[config.mk]
export PLATFORM = sky130hd
export DESIGN_NAME = ibex_pmp_req_arb
export DESIGN_NICKNAME = d
export VERILOG_FILES = /design/src/rtl/ibex_pkg.sv /design/src/rtl/ibex_pmp_rr_arbiter.sv /design/src/rtl/ibex_pmp_req_arb.sv
export SDC_FILE = /design/constraint.sdc
export NUM_CORES = 1
export LEC_CHECK = 0
export ABC_AREA = 1
export CAP_MARGIN = 20
export CORE_UTILIZATION = 32
export DETAILED_ROUTE_END_ITERATION = 10
export PLACE_DENSITY = 0.77
export SKIP_LAST_GASP = 1
export SLEW_MARGIN = 10
export SYNTH_ARGS = -nofsm -noshare
export SYNTH_HDL_FRONTEND = slang
export SYNTH_SLANG_ARGS = --single-unit
[constraint.sdc]
create_clock -name clk_i -period 3.2 [get_ports clk_i]
set_input_delay 0.64 -clock clk_i [delete_from_list [all_inputs] [get_ports clk_i]]
set_output_delay 0.64 -clock clk_i [all_outputs]
set_load 0.03 [all_outputs]
[src/rtl/ibex_pkg.sv]
// Shared PMP types for the requester arbiter: access-type and privilege encodings
// plus the request payload that travels through the check pipeline.
package ibex_pkg;

  typedef enum logic [1:0] {
    PMP_ACC_EXEC  = 2'b00,
    PMP_ACC_WRITE = 2'b01,
    PMP_ACC_READ  = 2'b10
  } pmp_req_e;

  typedef enum logic [1:0] {
    PRIV_LVL_U = 2'b00,
    PRIV_LVL_S = 2'b01,
    PRIV_LVL_H = 2'b10,
    PRIV_LVL_M = 2'b11
  } priv_lvl_e;

  localparam int unsigned PmpAddrW = 34;

  typedef struct packed {
    logic [PmpAddrW-1:0] addr;
    pmp_req_e            req_type;
    priv_lvl_e           priv;
  } pmp_arb_req_t;

  // Value the PMP channel sees out of reset.
  localparam pmp_arb_req_t PmpArbReqRst = '{addr: '0, req_type: PMP_ACC_EXEC, priv: PRIV_LVL_M};

endpackage

[src/rtl/ibex_pmp_rr_arbiter.sv]
// Round-robin arbiter: picks the first valid requester at or after the pointer and
// moves the pointer just past the winner whenever the grant is taken.
module ibex_pmp_rr_arbiter #(
  parameter int unsigned NumReq = 3,
  parameter int unsigned IdxW   = 2
) (
  input  logic              clk_i,
  input  logic              rst_i,
  input  logic [NumReq-1:0] req_i,
  input  logic              en_i,
  output logic [NumReq-1:0] grant_o,
  output logic [IdxW-1:0]   idx_o
);

  logic [IdxW-1:0] ptr_q, ptr_d;

  // NOTE: every always_comb output gets a default before any branch, so no path
  // leaves a signal unassigned and no latch is inferred.
  always_comb begin
    grant_o = '0;
    idx_o   = '0;
    for (int unsigned off = 0; off < NumReq; off++) begin
      int unsigned cand;
      cand = int'(ptr_q) + off;
      if (cand >= NumReq) cand = cand - NumReq;
      if (grant_o == '0 && req_i[cand]) begin
        grant_o[cand] = 1'b1;
        idx_o         = IdxW'(cand);
      end
    end
  end

  always_comb begin
    ptr_d = ptr_q;
    if (en_i) ptr_d = (idx_o == IdxW'(NumReq - 1)) ? '0 : idx_o + 1'b1;
  end

  // NOTE: sequential state uses non-blocking assignments only, so every flop
  // samples the pre-edge value of its neighbours.
  always_ff @(posedge clk_i or posedge rst_i) begin
    if (rst_i) ptr_q <= '0;
    else       ptr_q <= ptr_d;
  end

endmodule

[src/rtl/ibex_pmp_req_arb.sv]
// Shares one PMP check channel among NumReq requesters: accept -> stage 1 (drives
// PMP) -> stage 2 (response). IBEX_PMP_ARB_PERF_CNT_EN adds per-requester stall counters.
module ibex_pmp_req_arb
  import ibex_pkg::*;
#(
  parameter int unsigned NumReq = 3,
  parameter int unsigned CntW   = 16
) (
  input  logic                           clk_i,
  input  logic                           rst_i,
  input  logic      [NumReq-1:0]         req_valid_i,
  output logic      [NumReq-1:0]         req_ready_o,
  input  logic      [NumReq-1:0][33:0]   req_addr_i,
  input  pmp_req_e  [NumReq-1:0]         req_type_i,
  input  priv_lvl_e [NumReq-1:0]         req_priv_i,
  input  logic      [NumReq-1:0]         flush_i,
  input  logic                           cfg_stall_i,
  output logic                           idle_o,
  output logic      [NumReq-1:0]         rsp_valid_o,
  output logic                           rsp_err_o,
  output logic      [33:0]               pmp_req_addr_o,
  output pmp_req_e                       pmp_req_type_o,
  output priv_lvl_e                      pmp_priv_mode_o,
  input  logic                           pmp_req_err_i,
  output logic      [NumReq-1:0][CntW-1:0] stall_cnt_o
);

  localparam int unsigned IdxW = $clog2(NumReq);

  logic [NumReq-1:0] grant;
  logic [IdxW-1:0]   grant_idx;
  logic              hs;

  logic              s1_valid_q, s1_valid_d;
  logic [IdxW-1:0]   s1_idx_q, s1_idx_d;
  pmp_arb_req_t      s1_req_q, s1_req_d;
  logic              s2_valid_q, s2_valid_d;
  logic [IdxW-1:0]   s2_idx_q, s2_idx_d;
  logic              s2_err_q, s2_err_d;

  ibex_pmp_rr_arbiter #(
    .NumReq (NumReq),
    .IdxW   (IdxW)
  ) u_arb (
    .clk_i   (clk_i),
    .rst_i   (rst_i),
    .req_i   (req_valid_i),
    .en_i    (hs),
    .grant_o (grant),
    .idx_o   (grant_idx)
  );

  // Ready is purely combinational; forced low while reset is asserted.
  assign req_ready_o = rst_i ? '0 : (grant & {NumReq{~cfg_stall_i}});
  assign hs          = |req_ready_o;

  always_comb begin
    s1_valid_d = hs;
    s1_idx_d   = s1_idx_q;
    s1_req_d   = s1_req_q;
    if (hs) begin
      s1_idx_d = grant_idx;
      s1_req_d = '{addr:     req_addr_i[grant_idx],
                   req_type: req_type_i[grant_idx],
                   priv:     req_priv_i[grant_idx]};
    end
    // A flush only kills the older entry; a same-cycle handshake still enters stage 1.
    s2_valid_d = s1_valid_q & ~flush_i[s1_idx_q];
    s2_idx_d   = s1_idx_q;
    s2_err_d   = pmp_req_err_i;
  end

  // NOTE: payload registers are reset too, because they drive the PMP channel
  // directly and must present defined encodings out of reset.
  always_ff @(posedge clk_i or posedge rst_i) begin
    if (rst_i) begin
      s1_valid_q <= 1'b0;
      s1_idx_q   <= '0;
      s1_req_q   <= PmpArbReqRst;
      s2_valid_q <= 1'b0;
      s2_idx_q   <= '0;
      s2_err_q   <= 1'b0;
    end else begin
      s1_valid_q <= s1_valid_d;
      s1_idx_q   <= s1_idx_d;
      s1_req_q   <= s1_req_d;
      s2_valid_q <= s2_valid_d;
      s2_idx_q   <= s2_idx_d;
      s2_err_q   <= s2_err_d;
    end
  end

  assign pmp_req_addr_o  = s1_req_q.addr;
  assign pmp_req_type_o  = s1_req_q.req_type;
  assign pmp_priv_mode_o = s1_req_q.priv;
  assign idle_o          = ~s1_valid_q & ~s2_valid_q;

  always_comb begin
    rsp_valid_o = '0;
    if (s2_valid_q && !flush_i[s2_idx_q]) rsp_valid_o[s2_idx_q] = 1'b1;
  end
  assign rsp_err_o = (|rsp_valid_o) & s2_err_q;

`ifdef IBEX_PMP_ARB_PERF_CNT_EN
  logic [NumReq-1:0][CntW-1:0] stall_cnt_q, stall_cnt_d;

  always_comb begin
    stall_cnt_d = stall_cnt_q;
    for (int unsigned k = 0; k < NumReq; k++) begin
      if (req_valid_i[k] && !req_ready_o[k] && stall_cnt_q[k] != '1) begin
        stall_cnt_d[k] = stall_cnt_q[k] + 1'b1;
      end
    end
  end

  always_ff @(posedge clk_i or posedge rst_i) begin
    if (rst_i) stall_cnt_q <= '0;
    else       stall_cnt_q <= stall_cnt_d;
  end

  assign stall_cnt_o = stall_cnt_q;
`else
  assign stall_cnt_o = '0;
`endif

endmodule

==> impl_metrics.py <==
metrics = {
    "run_status": {
        "status": "complete, no violations",
    },
    "timing": {
        "period_share": 0.957,
        "report.final.slew_viol_count": 0,
        "rsz0062_at_grt": "true",
        "setup_ws_ps": 138,
        "worst_slew_pin_slew_ps": 557,
        "skew_ps": 4.39,
        "finalHoldViolCount": 0,
        "timing.slew.headroom": 0.629,
        "clock.fmax_ghz": 0.327,
        "final.min_clock_period_ps": 3060,
        "tns_ps": 0,
        "fin_hold_ws_ps": 414,
        "final-setup-viol-count": 0,
    },
    "detailed_routing": {
        "via_count": 4471,
        "wl_per_cell_um": 14.3,
        "route.detailed.drc": 0,
        "drt_iter0_drc": 256,
        "wl_mm": 13.6,
        "vias_per_cell": 4.68,
        "first_pass_iters": 4,
        "drtAntennaViolNets": 0,
    },
    "cells_and_area": {
        "final_cell_mix": "nand2_1, clkdlybuf4s50_1, inv_1, nand3_1, conb_1",
        "postLayoutCoreUtil": 0.472,
        "final_common_cell": "nand2_1",
        "drive_above_1_share": 0.136,
        "nets": 905,
        "area_growth_pct": 42.8,
        "design_area_sq_mm": 0.00627,
    },
    "clocking": {
        "holdBufCountCts": 0,
        "clkTransAtPathRegs_ps": 70,
        "h-tree-depth": 2,
        "cts_tree": "done",
        "clockBufferDepth": 2,
        "cts.sinks": 47,
        "cts_root_buf": "clkbuf_16",
        "clkLatencyLatePin_ps": 290,
        "cts_buffers": 5,
    },
    "setup_path": {
        "worst_setup_path_start_kind": "input pin",
        "critPathKind": "in2out",
        "worstPathMaxFanout": 5,
        "cp-end-kind": "output port",
        "crit_required_ps": 2560,
        "cp_data_arrival_time_ps": 2420,
    },
    "synth": {
        "yosysSeqAreaShare": 0.268,
        "yosysUniqueCellTypes": 28,
        "syn-cell-area_sq_mm": 0.00439,
        "avgSynthCellArea_sq_um": 7.06,
        "yosysWarnings": 0,
        "synth-seq-cells": 47,
        "synthCells": 622,
    },
    "floorplanning": {
        "core_sq_mm": 0.0133,
        "die_x_um": 119,
        "start_util": 0.330,
        "die_area_sq_mm": 0.0142,
        "num_rows": 42,
        "die_h_um": 119,
        "top_level_ports": 218,
    },
    "grt": {
        "grt_max_degree": 48,
        "grtUsageTotal": 0.194,
        "grt_pass1_vias": 4376,
        "grt_pass1_wl_mm": 21.6,
        "overflow": 0,
        "antenna_found_initial": 1,
    },
    "power": {
        "p_int_mw": 3.99,
        "power_frac_clock": 0.070,
        "power.leakage_nw": 3.28,
        "seq_power_share": 0.122,
        "vdd_drop_max_v": 0.00101,
        "switchingPower_mw": 4.79,
        "comb_power_share": 0.808,
        "swShare": 0.545,
        "p_per_area_mw_per_mm2": 1400,
    },
    "place": {
        "dp_hpwl_mm": 9.89,
        "place_area_sq_mm": 0.00603,
        "globalplace.congestion": 0.971,
        "place_worst_setup_slack_ps": 142,
        "port_buffers": 169,
    },
    "worst_hold_path": {
        "min_path_type": "reg2reg",
    },
    "flow_run": {
        "drv_cap": 0,
    },
}
==> metal layers <==
| metal | GRT usage | routed length, um |
|---|---|---|
| met5 | 0 | 0 |
| met2 | 0.345 | 6620 |
| met3 | 0.0532 | 1160 |
| met1 | 0.210 | 5330 |
| met4 | 0.0941 | 542 |
==> what timing repair did <==
item / CTS / global route
buffers inserted: 0 / 2
gates resized for setup: 0 / 7
setup endpoints to repair: 0 / 3
==> power groups by stage <==
| stage | Combinational [mW] | Sequential (mW) | Clock [mW] |
|---|---|---|---|
| final | 7.09 | 1.07 | 0.619 |
| after global placement | 6.93 | 1.07 | 0 |
| after detailed placement | 6.99 | 1.07 | 0 |
| after CTS | 7.00 | 1.07 | 0.649 |
| after global routing | 7.76 | 1.10 | 0.671 |
| after floorplan | 4.75 | 1.48 | 0 |
==> cell families after synthesis <==
group                      synth area share
other                              0.000854
adders and majority gates            0.0114
DFF                                   0.268
buffers and inverters                 0.247
AOI/OAI and AO/OA                    0.0194
and+or+nand+nor                       0.453
==> metrics by stage <==
stage          cells  power [mW]
2_1_floorplan    669        6.24
3_3_place_gp     943        8.00
3_5_place_dp     943        8.06
4_1_cts          951        8.72
5_1_grt          954        9.54
6_report         955        8.78
==> sequential cells by signal, summed over array words and instances (netlist names) <==
| name | cells |
|---|---|
| u_arb.ptr_q | 2 |
| s2_valid_q | 1 |
| s1_valid_q | 1 |
| pmp_req_addr_o | 34 |
| s2_idx_q | 2 |
| pmp_req_type_o | 2 |
| pmp_priv_mode_o | 2 |
| s1_idx_q | 2 |
| s2_err_q | 1 |
==> worst max-delay path: stages <==
cell	delay [ps]
clkdlybuf4s50_1	470
inv_1	60
nand2_2	80
nand3_1	110
nand3_2	90
nand2_2	80
nand3_1	110
nand2_2	100
nor2_8	190
nand3_4	80
nand2_1	70
nand2_2	80
inv_1	110
buf_6	140
==> synthesized netlist by cell type <==
master	n	area, sq um
a21oi_1	4	20.0
a31oi_2	1	12.5
a32oi_1	1	8.76
buf_12	2	40.0
buf_2	17	85.1
buf_4	57	428
buf_6	12	135
buf_8	1	15.0
conb_1	1	3.75
dfrtp_1	45	1130
dfstp_2	2	52.6
ha_1	4	50.1
inv_1	99	372
inv_2	3	11.3
nand2_1	171	642
nand2_2	7	43.8
nand2_4	4	45.0
nand2_8	1	20.0
nand3_1	81	405
nand3_2	47	470
nand3_4	2	35.0
nand4_1	39	244
nor2_1	10	37.5
nor2_8	2	40.0
nor3_1	1	5.00
o21ai_0	6	30.0
o21ai_1	1	5.00
o21ai_2	1	8.76
==> layout make-up <==
type	count	area (sq um)
antenna	1	2.50
tap	176	220
sequential	47	1180
timing repair buffer	190	1990
clock inverter	3	46.3
inverter	102	383
fill	1326	7020
multi-input combinational	431	2330
clock buffer	5	125
==> worst paths after layout <==
kind | start | to | slack [ps] | cells after the start
max in group asynchronous | rst_i | pmp_priv_mode_o[1] | 1890 | 3
worst min register to register | s1_idx_q[1] | s2_idx_q[1] | 410 | 0
worst min-delay path | s1_idx_q[1] | s2_idx_q[1] | 410 | 0
min in group asynchronous | rst_i | pmp_req_addr_o[4] | 720 | 2
worst max-delay path | req_valid_i[1] | req_ready_o[2] | 140 | 14
worst max register to register | u_arb.ptr_q[1] | pmp_req_addr_o[33] | 430 | 16
(Power assumes the default switching activity.)
